===== src/rtl/dmem_arbiter_if.sv =====
// rtl/dmem_arbiter_if.sv - one requester port of the data-memory arbiter
//
// Purpose: bundles the beat request, beat acceptance and beat response of one
//          master so the arbiter and its clients share a single port type.
// Signals:
//   req     master -> arbiter  beat request, fields held until gnt
//   we      master -> arbiter  1 = write beat, 0 = read beat
//   addr    master -> arbiter  byte address (must be word aligned)
//   wdata   master -> arbiter  write data
//   lock    master -> arbiter  keep ownership after this beat
//   gnt     arbiter -> master  combinational; beat accepted when req & gnt
//   rvalid  arbiter -> master  one-cycle response pulse, cycle after acceptance
//   rdata   arbiter -> master  read data (0 for writes and errored beats)
//   rerr    arbiter -> master  misaligned / out-of-range beat, valid with rvalid

interface dmem_arbiter_if;
    logic        req;
    logic        we;
    logic [31:0] addr;
    logic [31:0] wdata;
    logic        lock;
    logic        gnt;
    logic        rvalid;
    logic [31:0] rdata;
    logic        rerr;

    modport master (
        output req, we, addr, wdata, lock,
        input  gnt, rvalid, rdata, rerr
    );

    modport slave (
        input  req, we, addr, wdata, lock,
        output gnt, rvalid, rdata, rerr
    );
endinterface


===== src/rtl/dmem_arbiter.sv =====
// rtl/dmem_arbiter.sv - two-port round-robin / burst-lock arbiter for DataMemory
//
// Purpose: shares one single-port DataMemory (DEPTH x 32-bit, async read,
//          write on posedge) between the CPU path (m0) and the DMA/debug path
//          (m1). One beat per cycle, round-robin between simultaneous
//          requesters, optional burst lock capped at MAX_LOCK beats, per-beat
//          address checking and a registered response one cycle later.
// Ports:
//   clk      in   single clock
//   reset_n  in   synchronous active-low reset
//   m0, m1   slave modport of dmem_arbiter_if (request / grant / response)
//   mem_we   out  DataMemory write enable
//   mem_a    out  DataMemory byte address (granted port, 0 when idle)
//   mem_wd   out  DataMemory write data (granted port, 0 when idle)
//   mem_rd   in   DataMemory read data (combinational from mem_a)

module dmem_arbiter #(
    parameter int DEPTH    = 64,
    parameter int MAX_LOCK = 8
) (
    input  logic            clk,
    input  logic            reset_n,
    dmem_arbiter_if.slave   m0,
    dmem_arbiter_if.slave   m1,
    output logic            mem_we,
    output logic [31:0]     mem_a,
    output logic [31:0]     mem_wd,
    input  logic [31:0]     mem_rd
);

    localparam int          CW         = $clog2(MAX_LOCK + 1);
    localparam logic [31:0] ADDR_LIMIT = 32'(DEPTH * 4);

    typedef enum logic [1:0] {
        IDLE = 2'd0,
        OWN0 = 2'd1,
        OWN1 = 2'd2
    } state_t;

    state_t          state_q, state_d;
    logic            rr_q, rr_d;          // 0 favours m0, 1 favours m1
    logic [CW-1:0]   cnt_q, cnt_d;        // beats taken by the current lock owner
    logic            rvalid0_q, rvalid0_d;
    logic            rvalid1_q, rvalid1_d;
    logic            rerr0_q, rerr0_d;
    logic            rerr1_q, rerr1_d;
    logic [31:0]     rdata0_q, rdata0_d;
    logic [31:0]     rdata1_q, rdata1_d;

    logic            gnt0;
    logic            gnt1;
    logic            any_gnt;
    logic            sel;                 // index of the granted port
    logic            sel_we;
    logic            sel_lock;
    logic [31:0]     sel_addr;
    logic [31:0]     sel_wdata;
    logic            sel_err;
    logic [31:0]     beat_rdata;
    logic [CW-1:0]   beat_cnt;
    logic            owner1;

    // Grant selection and memory-side drive.
    always_comb begin
        gnt0 = 1'b0;
        gnt1 = 1'b0;
        if (reset_n) begin
            case (state_q)
                IDLE: begin
                    gnt0 = m0.req & (~m1.req | ~rr_q);
                    gnt1 = m1.req & (~m0.req |  rr_q);
                end
                OWN0:    gnt0 = m0.req;
                OWN1:    gnt1 = m1.req;
                default: ;
            endcase
        end

        any_gnt   = gnt0 | gnt1;
        sel       = gnt1;
        sel_we    = sel ? m1.we    : m0.we;
        sel_lock  = sel ? m1.lock  : m0.lock;
        sel_addr  = sel ? m1.addr  : m0.addr;
        sel_wdata = sel ? m1.wdata : m0.wdata;
        sel_err   = (sel_addr[1:0] != 2'b00) || (sel_addr >= ADDR_LIMIT);

        mem_we = any_gnt & sel_we & ~sel_err;
        mem_a  = any_gnt ? sel_addr  : 32'd0;
        mem_wd = any_gnt ? sel_wdata : 32'd0;
    end

    // Next state: ownership, round-robin pointer, burst count, responses.
    always_comb begin
        state_d  = state_q;
        rr_d     = rr_q;
        cnt_d    = '0;
        owner1   = (state_q == OWN1);
        beat_cnt = (state_q == IDLE) ? CW'(1) : cnt_q + CW'(1);

        if (state_q == IDLE) begin
            if (m0.req && m1.req) begin
                rr_d = ~rr_q;
            end
            if (any_gnt && sel_lock) begin
                if (beat_cnt >= CW'(MAX_LOCK)) begin
                    rr_d = ~sel;
                end else begin
                    state_d = sel ? OWN1 : OWN0;
                    cnt_d   = beat_cnt;
                end
            end
        end else begin
            if (any_gnt && sel_lock && (beat_cnt < CW'(MAX_LOCK))) begin
                cnt_d = beat_cnt;
            end else begin
                // Every lock release hands priority to the other port so a
                // master that keeps ending bursts cleanly cannot re-lock
                // ahead of a waiting requester.
                state_d = IDLE;
                rr_d    = ~owner1;
            end
        end

        beat_rdata = (any_gnt && !sel_we && !sel_err) ? mem_rd : 32'd0;
        rvalid0_d  = gnt0;
        rvalid1_d  = gnt1;
        rerr0_d    = gnt0 & sel_err;
        rerr1_d    = gnt1 & sel_err;
        rdata0_d   = gnt0 ? beat_rdata : 32'd0;
        rdata1_d   = gnt1 ? beat_rdata : 32'd0;
    end

    always_ff @(posedge clk) begin
        if (!reset_n) begin
            state_q   <= IDLE;
            rr_q      <= 1'b0;
            cnt_q     <= '0;
            rvalid0_q <= 1'b0;
            rvalid1_q <= 1'b0;
            rerr0_q   <= 1'b0;
            rerr1_q   <= 1'b0;
            rdata0_q  <= 32'd0;
            rdata1_q  <= 32'd0;
        end else begin
            state_q   <= state_d;
            rr_q      <= rr_d;
            cnt_q     <= cnt_d;
            rvalid0_q <= rvalid0_d;
            rvalid1_q <= rvalid1_d;
            rerr0_q   <= rerr0_d;
            rerr1_q   <= rerr1_d;
            rdata0_q  <= rdata0_d;
            rdata1_q  <= rdata1_d;
        end
    end

    assign m0.gnt = gnt0;
    assign m1.gnt = gnt1;

    // A response still in flight when reset is asserted is discarded at once.
    assign m0.rvalid = rvalid0_q & reset_n;
    assign m1.rvalid = rvalid1_q & reset_n;
    assign m0.rerr   = rerr0_q & reset_n;
    assign m1.rerr   = rerr1_q & reset_n;
    assign m0.rdata  = reset_n ? rdata0_q : 32'd0;
    assign m1.rdata  = reset_n ? rdata1_q : 32'd0;

endmodule


===== src/flat_wrapper.sv =====
// flat-port wrapper written by rule: the top's interface ports become plain ports
module dmem_arbiter_flat 
#(
    parameter int DEPTH    = 64,
    parameter int MAX_LOCK = 8
)
  (clk, reset_n, mem_we, mem_a, mem_wd, mem_rd, m0_req, m0_we, m0_addr, m0_wdata, m0_lock, m0_gnt, m0_rvalid, m0_rdata, m0_rerr, m1_req, m1_we, m1_addr, m1_wdata, m1_lock, m1_gnt, m1_rvalid, m1_rdata, m1_rerr);
  dmem_arbiter_if m0_i ();
  dmem_arbiter_if m1_i ();
  input  logic clk;
  input  logic reset_n;
  output logic mem_we;
  output logic [31:0] mem_a;
  output logic [31:0] mem_wd;
  input  logic [31:0] mem_rd;
  input wire logic [$bits(m0_i.req)-1:0] m0_req;
  input wire logic [$bits(m0_i.we)-1:0] m0_we;
  input wire logic [$bits(m0_i.addr)-1:0] m0_addr;
  input wire logic [$bits(m0_i.wdata)-1:0] m0_wdata;
  input wire logic [$bits(m0_i.lock)-1:0] m0_lock;
  output wire logic [$bits(m0_i.gnt)-1:0] m0_gnt;
  output wire logic [$bits(m0_i.rvalid)-1:0] m0_rvalid;
  output wire logic [$bits(m0_i.rdata)-1:0] m0_rdata;
  output wire logic [$bits(m0_i.rerr)-1:0] m0_rerr;
  input wire logic [$bits(m1_i.req)-1:0] m1_req;
  input wire logic [$bits(m1_i.we)-1:0] m1_we;
  input wire logic [$bits(m1_i.addr)-1:0] m1_addr;
  input wire logic [$bits(m1_i.wdata)-1:0] m1_wdata;
  input wire logic [$bits(m1_i.lock)-1:0] m1_lock;
  output wire logic [$bits(m1_i.gnt)-1:0] m1_gnt;
  output wire logic [$bits(m1_i.rvalid)-1:0] m1_rvalid;
  output wire logic [$bits(m1_i.rdata)-1:0] m1_rdata;
  output wire logic [$bits(m1_i.rerr)-1:0] m1_rerr;
  assign m0_i.req = m0_req;
  assign m0_i.we = m0_we;
  assign m0_i.addr = m0_addr;
  assign m0_i.wdata = m0_wdata;
  assign m0_i.lock = m0_lock;
  assign m0_gnt = m0_i.gnt;
  assign m0_rvalid = m0_i.rvalid;
  assign m0_rdata = m0_i.rdata;
  assign m0_rerr = m0_i.rerr;
  assign m1_i.req = m1_req;
  assign m1_i.we = m1_we;
  assign m1_i.addr = m1_addr;
  assign m1_i.wdata = m1_wdata;
  assign m1_i.lock = m1_lock;
  assign m1_gnt = m1_i.gnt;
  assign m1_rvalid = m1_i.rvalid;
  assign m1_rdata = m1_i.rdata;
  assign m1_rerr = m1_i.rerr;
  dmem_arbiter #(.DEPTH(DEPTH), .MAX_LOCK(MAX_LOCK)) u_core (.clk(clk), .reset_n(reset_n), .m0(m0_i), .m1(m1_i), .mem_we(mem_we), .mem_a(mem_a), .mem_wd(mem_wd), .mem_rd(mem_rd));
endmodule

===== config.mk =====
export PLATFORM = sky130hd
export DESIGN_NAME = dmem_arbiter_flat
export DESIGN_NICKNAME = d
export VERILOG_FILES = /design/src/rtl/dmem_arbiter_if.sv /design/src/rtl/dmem_arbiter.sv /design/src/flat_wrapper.sv
export SDC_FILE = /design/constraint.sdc
export NUM_CORES = 1
export LEC_CHECK = 0
export ABC_AREA = 0
export CORE_ASPECT_RATIO = 0.9
export CORE_UTILIZATION = 25
export CTS_BUF_LIST = sky130_fd_sc_hd__clkbuf_4 sky130_fd_sc_hd__clkbuf_8
export CTS_CLUSTER_DIAMETER = 50
export DETAILED_ROUTE_END_ITERATION = 10
export PLACE_DENSITY = 0.7
export REMOVE_ABC_BUFFERS = 1
export SLEW_MARGIN = 40
export SYNTH_ARGS = -nofsm -noshare
export SYNTH_HDL_FRONTEND = slang
export SYNTH_SLANG_ARGS = --single-unit

===== constraint.sdc =====
create_clock -name clk -period 6.5 [get_ports clk]
set_input_delay 1.95 -clock clk [delete_from_list [all_inputs] [get_ports clk]]
set_output_delay 1.95 -clock clk [all_outputs]
set_load 0.01 [all_outputs]

==> results.toml, run 1 <==
[sta]
setup_ws_ps = 102
tns_ps = 0
fin_crit_ps = 6400
hold_viol = 0
fmax_ghz = 0.156
worstMarginPinSlew_ps = 604
finalClockSkew_ps = 5.00
grt_setup_unrepaired = "no"
slew_headroom_pct = 59.4
hold_ws_ps = 511
setup_viol = 0
fin_crit_sh_pct = 98.4
slew_viol_final = 0

[die]
die_h_um = 120
start_util_pct = 25.8
die_w_um = 133
die-area_um2 = 15800
core_um2 = 14900
ios = 303
placement_rows = 42

[placement]
dpl_cell_area_um2 = 7140
routabilityCongestion = 0.931
place_hpwl_um = 12800
dp.cells = 983
place.port_buffers = 302
dp_slack_ps = 184

[synth]
synth_fa_ha_area_share_pct = 0.326
synth_xor_area_share_pct = 0.457
synth_flop_cell = "dfxtp_1"
synthDistinctLibCells = 35
yosysWarnings = 0
syn_area_per_cell_um2 = 7.55
yosysSeqAreaShare_pct = 39.1
synthSimpleGateAreaFrac_pct = 43.8
syn_inst = 508
ys_async_sr_fraction_pct = 0
synthMuxAreaShare_pct = 0.522
synth_edf_count = 0
synth_top_family_by_area = "simple AND/OR/NAND/NOR gates"
synth-compound-area-share_pct = 10.9
netlist_area_um2 = 3840
synth-seq-cells = 75

[global_route]
overflow = 0
antenna_found_initial = 0
first_global_vias = 4509
grt_pass1_wl_um = 25700
globalRouteTotalUtil_pct = 21.1
grt_max_degree = 72

[job]
cap_violations = 0

[cts]
cts_num_sinks = 75
ctsHoldBuffers = 0
cts_resized = 0
cts_tree = "built"
root_buffer = "clkbuf_8"
cts_buffer_depth = 2
htree_levels = 3
clk_latency_ps = 340
clkSlewWorstSetupHoldPaths_ps = 80
post_cts.repair.setup_buffers = 0
cts_made_buffers = 9

[pwr]
power.density_nw_per_um2 = 153
pwr-share-seq_pct = 41.5
switchingPower_mw = 0.302
p_int_mw = 0.820
total_power_mw = 1.12
peakVddDrop_mv = 0.0808
leakagePower_nw = 2.79
sw_frac_of_total_pct = 26.9
pwr-share-clk_pct = 32.4
combinationalPowerShare_pct = 26.2

[layout]
post-route-util_pct = 49.4
layout-drive-gt1-share_pct = 5.87
antenna_cells = 0
syn2layout_area_growth_pct = 91.4
nets = 965
fin_cells = 999
layout_commonest_cell = "clkdlybuf4s50_1"
finalInstanceArea_um2 = 7340
mostFrequentLayoutCells = "301 x clkdlybuf4s50_1, 131 x nand2_1, 101 x and2_1"

[worst_setup_path]
cp_data_arrival_time_ps = 4450
startpoint_type = "primary input"
cp.required_ps = 4550
cp_max_fo = 3
reg2reg_from = "u_core.state_q[1]"
cp-startpoint = "m1_addr[13]"
crit_path_end_kind = "output port"
crit_type = "primary input to output port"

[detailed_routing]
wire_per_inst_um = 16.8
drtPass1Iterations = 4
drtIter0Drc = 302
post-route-drc-count = 0
vias = 4553
postRouteWirelength_um = 16800
vias_per_cell = 4.56
drtAntennaViolNets = 0

[run_status]
status = "complete, no violations"

[hold_path]
worstHoldStart = "u_core.cnt_q[0]"
hold_path_class = "flip-flop to flip-flop"
## worst paths after layout
path,cells after the start,slack [ps],endpoint
worst min-delay path,1,510,u_core.cnt_q[0]
worst max-delay path,8,100,mem_we
worst min register to register,1,510,u_core.cnt_q[0]
worst max register to register,7,4330,u_core.rdata0_q[23]
## state kept, by name, indices dropped and copies added (netlist names)
register	count
u_core.rvalid1_q	1
u_core.cnt_q	4
u_core.rerr1_q	1
u_core.rerr0_q	1
u_core.rr_q	1
u_core.rvalid0_q	1
u_core.state_q	2
u_core.rdata1_q	32
u_core.rdata0_q	32
## synth_stat cells, types with 6 or more instances
cell type	instances	area, um^2
nand2_1	131	492
and2_1	101	632
dfxtp_1	75	1500
a21oi_1	66	330
clkbuf_1	30	113
nor4b_1	30	263
nor4_1	14	87.6
buf_1	8	30.0
nor2_1	6	22.5
## layer usage
metal	GRT usage (%)	vias up	share of wire [%]
met5	0	-	0
met4	6.82	0	2.5
met3	6.63	30	7.9
met2	33.5	202	46
met1	27.1	2056	44
li1	-	2265	-
## power groups by stage
stage               clock network [mW]  logic (mW)  registers, mW
floorplan                            0      0.0828          0.475
global placement                     0       0.293          0.476
detailed placement                   0       0.291          0.476
CTS                              0.380       0.294          0.465
global route                     0.400       0.316          0.466
finish                           0.363       0.293          0.465
## critical path: stages
cell             delay, ps
clkdlybuf4s50_1        430
nor4_1                 580
nand3_1                180
a211oi_1               270
buf_4                  180
a21oi_4                 60
nor3_1                 200
clkdlybuf4s50_1        590
## layout make-up
class,count,area [um^2]
repair buffers,319,3200
clock buffers,10,138
inverters,5,18.8
well taps,198,248
clock inverters,6,63.8
flip-flops and latches,75,1500
fillers,1439,7530
multi-input cells,386,2180
## cell families after synthesis
family,count (synthesis)
buffers and inverters,47
AO/OA/AOI/OAI,75
AND/OR/NAND/NOR,305
adder cells (fa/ha/maj),1
XOR/XNOR,2
multiplexers,2
flip-flops,75
other,1
No activity file was read; power rests on OpenSTA's default activity.
==> run 2, diff against run 1 <==
PLACE_DENSITY = unset   (was 0.7)
REMOVE_ABC_BUFFERS = unset   (was 1)
==> results.toml, run 2 (same netlist as run 1, synthesis figures left out) <==
[die]
die_h_um = 120
core_um2 = 14900
start_util_pct = 25.8
placement_rows = 42
die_w_um = 133
ios = 303
die-area_um2 = 15800

[detailed_routing]
wire_per_inst_um = 15.5
drtIter0Drc = 182
postRouteWirelength_um = 15500
vias = 4549
drtAntennaViolNets = 0
drtPass1Iterations = 4
vias_per_cell = 4.56
post-route-drc-count = 0

[sta]
fin_crit_sh_pct = 96.2
fmax_ghz = 0.160
tns_ps = 0
grt_setup_unrepaired = "no"
slew_viol_final = 0
slew_headroom_pct = 67.5
hold_viol = 0
setup_viol = 0
worstMarginPinSlew_ps = 474
finalClockSkew_ps = 4.63
fin_crit_ps = 6250

[pwr]
peakVddDrop_mv = 0.0943
sw_frac_of_total_pct = 25.0
leakagePower_nw = 2.80
pwr-share-clk_pct = 34.0
pwr-share-seq_pct = 40.9
switchingPower_mw = 0.285
p_int_mw = 0.854
power.density_nw_per_um2 = 155
combinationalPowerShare_pct = 25.1

[job]
cap_violations = 0

[placement]
dp.cells = 983
place.port_buffers = 302
routabilityCongestion = 0.942
place_hpwl_um = 12100

[global_route]
antenna_found_initial = 0
grt_pass1_wl_um = 24200
grt_max_degree = 71
overflow = 0
first_global_vias = 4668
globalRouteTotalUtil_pct = 19.6

[run_status]
status = "complete, no violations"

[cts]
clk_latency_ps = 340
clkSlewWorstSetupHoldPaths_ps = 60
htree_levels = 3
cts_num_sinks = 75
cts_buffer_depth = 2
post_cts.repair.setup_buffers = 0
ctsHoldBuffers = 0
root_buffer = "clkbuf_8"
cts_made_buffers = 9
cts_tree = "built"

[worst_setup_path]
cp_max_fo = 2
cp_data_arrival_time_ps = 4300
cp.required_ps = 4550
crit_type = "primary input to output port"
startpoint_type = "primary input"
crit_path_end_kind = "output port"

[layout]
fill_cells = 1425
layout_commonest_cell = "clkdlybuf4s50_1"
syn2layout_area_growth_pct = 91.9
top_regs = "u_core.rdata0_q (32), u_core.rdata1_q (32), u_core.cnt_q (4)"
antenna_cells = 0
fin_cells = 998
layout-drive-gt1-share_pct = 5.88
nets = 965
mostFrequentLayoutCells = "301 x clkdlybuf4s50_1, 131 x nand2_1, 101 x and2_1"

[hold_path]
hold_path_class = "flip-flop to flip-flop"

[synth]
syn_nets = 677
-- run 2: changes by cell type in the layout (fill, tap and decap cells not counted), sizes merged --
cell / before / now
bufinv: 1 / 2
clkinvlp: 2 / 1
inv: 6 / 5
-- run 2: layer usage --
metal	track usage [%]	vias up	share of wire, %
met1	22.8	2090	42
met3	5.15	22	6.4
met2	34.7	178	50
met5	0	-	0
li1	-	2259	-
met4	6.90	0	2.1
-- run 2: final cells by class --
class | count | area, um^2 | area share, %
inverters | 5 | 18.8 | 0.255
flip-flops and latches | 75 | 1500 | 20.4
clock buffers | 10 | 138 | 1.87
well taps | 198 | 248 | 3.37
repair buffers | 319 | 3190 | 43.3
multi-input cells | 386 | 2190 | 29.7
clock inverters | 5 | 77.6 | 1.05
-- run 2: metrics by stage --
step                      setup WS, ps  utilization, %  area [um^2]  total power [mW]  hold slack [ps]
final                              247            49.5         7360              1.14              498
after global routing               102            49.5         7360              1.20              535
after CTS                          139            49.5         7360              1.16              494
after detailed placement           165            48.0         7140             0.761              484
after global placement             212            47.9         7120             0.758              457
after floorplan                   1270               -         3840             0.568              447
-- run 2: critical path, cell delays in order --
cell             delay [ps]
clkdlybuf4s50_1         450
nor4_2                  360
buf_4                   160
nand3_1                  90
a2111oi_2               460
a21oi_4                  50
nor3_1                  200
clkdlybuf4s50_1         580
-- run 2: path summary, 6_finish.rpt --
check / depth (start not counted) / slack [ps] / from / to
max: 8 / 250 / m0_addr[10] / mem_we
min: 1 / 500 / u_core.cnt_q[0] / u_core.cnt_q[0]
max reg2reg: 6 / 4340 / u_core.state_q[1] / u_core.rr_q
min reg2reg: 1 / 500 / u_core.cnt_q[0] / u_core.cnt_q[0]
-- run 2: power by group through the flow --
stage          registers, mW  clock network [mW]  logic [mW]
6_report               0.466               0.387       0.286
3_3_place_gp           0.476                   0       0.282
2_1_floorplan          0.475                   0      0.0928
3_5_place_dp           0.476                   0       0.285
4_1_cts                0.465               0.403       0.287
5_1_grt                0.466               0.425       0.307
-- run 2: timing repair --
| item | 4_1_cts | 5_1_grt |
|---|---|---|
| resized for setup | 0 | 1 |
| endpoints found under the hold margin | 0 | 0 |
| endpoints found under the setup margin | 0 | 1 |
==> run 3, diff against run 2 <==
RECOVER_POWER = 50   (was unset)
==> results.toml, run 3 (same netlist as run 1, synthesis figures left out) <==
[sta]
hold_viol = 0
fin_crit_ps = 6260
slew_headroom_pct = -6.56
tns_ps = 0
finalClockSkew_ps = 5.47
fin_crit_sh_pct = 96.2
fmax_ghz = 0.160
setup_viol = 0
worstMarginPinSlew_ps = 1600
slew_viol_final = 34
grt_setup_unrepaired = "no"

[worst_setup_path]
crit_path_end_kind = "output port"
cp_max_fo = 2
reg2reg_from = "u_core.state_q[0]"
cp.required_ps = 4550
r2r-end = "u_core.rdata1_q[29]"
crit_type = "primary input to output port"
cp_data_arrival_time_ps = 4310
r2r_setup_slack_ps = 3670
r2r_cells = 7
startpoint_type = "primary input"

[global_route]
first_global_vias = 4668
grt_pass1_wl_um = 24200
overflow = 0
antenna_found_initial = 0
grt_max_degree = 71
globalRouteTotalUtil_pct = 19.6

[layout]
antenna_cells = 0
mostFrequentLayoutCells = "279 x clkdlybuf4s50_1, 131 x nand2_1, 81 x and2_1"
syn2layout_area_growth_pct = 90.2
layout-drive-gt1-share_pct = 4.63
nets = 965
top_regs = "u_core.rdata0_q (32), u_core.rdata1_q (32), u_core.cnt_q (4)"
layout_commonest_cell = "clkdlybuf4s50_1"

[hold_path]
hold_end = "u_core.cnt_q[0]"
worstHoldStart = "u_core.cnt_q[0]"
worstHoldPathCells = 1
hold_path_class = "flip-flop to flip-flop"

[die]
die_h_um = 120
placement_rows = 42
die-area_um2 = 15800
core_um2 = 14900
die_w_um = 133
ios = 303
start_util_pct = 25.8

[detailed_routing]
vias_per_cell = 4.56
vias = 4553
drtPass1Iterations = 4
drtIter0Drc = 174
wire_per_inst_um = 15.5
post-route-drc-count = 0
drtAntennaViolNets = 0
postRouteWirelength_um = 15500

[cts]
root_buffer = "clkbuf_8"
cts_made_buffers = 9
post_cts.repair.setup_buffers = 0
cts_tree = "built"
clkSlewWorstSetupHoldPaths_ps = 60
cts_buffer_depth = 2
htree_levels = 3
clk_latency_ps = 350
cts_num_sinks = 75

[pwr]
peakVddDrop_mv = 0.0942
leakagePower_nw = 2.82
power.density_nw_per_um2 = 156
total_power_mw = 1.14

[placement]
place_hpwl_um = 12100
place.port_buffers = 302
routabilityCongestion = 0.942

[run_status]
violations = "max-capacitance violations, max-slew violations"
status = "finished with violations"

[job]
cap_violations = 1

[synth]
syn_nets = 677
[run 3: cell types whose count changed in the layout (fill, tap and decap cells not counted), moves of 2 or more]
cell,previous run,this run
buf_4,12,8
nor4b_2,4,1
clkdlybuf4s50_1,301,279
dlygate4sd3_1,0,22
buf_6,2,0
clkbuf_1,0,6
and2_1,101,81
and2_0,0,20
nor4b_1,30,33
[run 3: how the worst max path moves through the flow]
stage	cells past startpoint	to	slack [ps]	start
after floorplan	6	mem_we	1270	m0_addr[16]
after global placement	8	mem_we	210	m0_addr[10]
after detailed placement	8	mem_we	160	m0_addr[10]
after CTS	8	mem_we	140	m0_addr[10]
after global routing	8	mem_we	100	m0_addr[10]
final	8	mem_we	240	m0_addr[10]
[run 3: worst max-delay path: stages]
cell and delay, ps:
clkdlybuf4s50_1 450, nor4_2 360, buf_4 160, nand3_1 90, a2111oi_2 460, a21oi_4 50
nor3_1 200, clkdlybuf4s50_1 580
[run 3: cell type report]
cell class	instances	area, um^2
Sequential cell	75	1500
Tap cell	198	248
Clock inverter	5	77.6
Clock buffer	10	138
Inverter	5	18.8
Multi-Input combinational cell	386	2150
Fill cell	1437	7570
Timing Repair Buffer	319	3160
[run 3: metrics by stage]
stage	area [um^2]	std cells	setup slack, ps	hold WS [ps]	util [%]
6_report	7300	998	245	498	49.1
5_1_grt	7300	998	102	535	49.1
4_1_cts	7360	998	139	494	49.5
3_5_place_dp	7140	983	165	484	48.0
3_3_place_gp	7120	981	212	457	47.9
2_1_floorplan	3840	508	1270	447	-
[run 3: power by group]
| part | total, mW | internal [mW] | switching [mW] |
|---|---|---|---|
| combinational | 0.283 | 0.166 | 0.117 |
| clock | 0.388 | 0.223 | 0.165 |
| sequential | 0.466 | 0.463 | 0.00298 |
[run 3: what timing repair did]
item	4_1_cts	5_1_grt
gates resized for setup	0	1
hold buffers	0	0
setup endpoints to repair	0	1
[run 3: layer usage]
layer / up-vias / part of all wire (%) / track usage (%)
met5: - / 0 / 0
met4: 0 / 2.1 / 6.90
met3: 22 / 6.4 / 5.15
met2: 180 / 50 / 34.7
met1: 2090 / 42 / 22.8
li1: 2261 / - / -
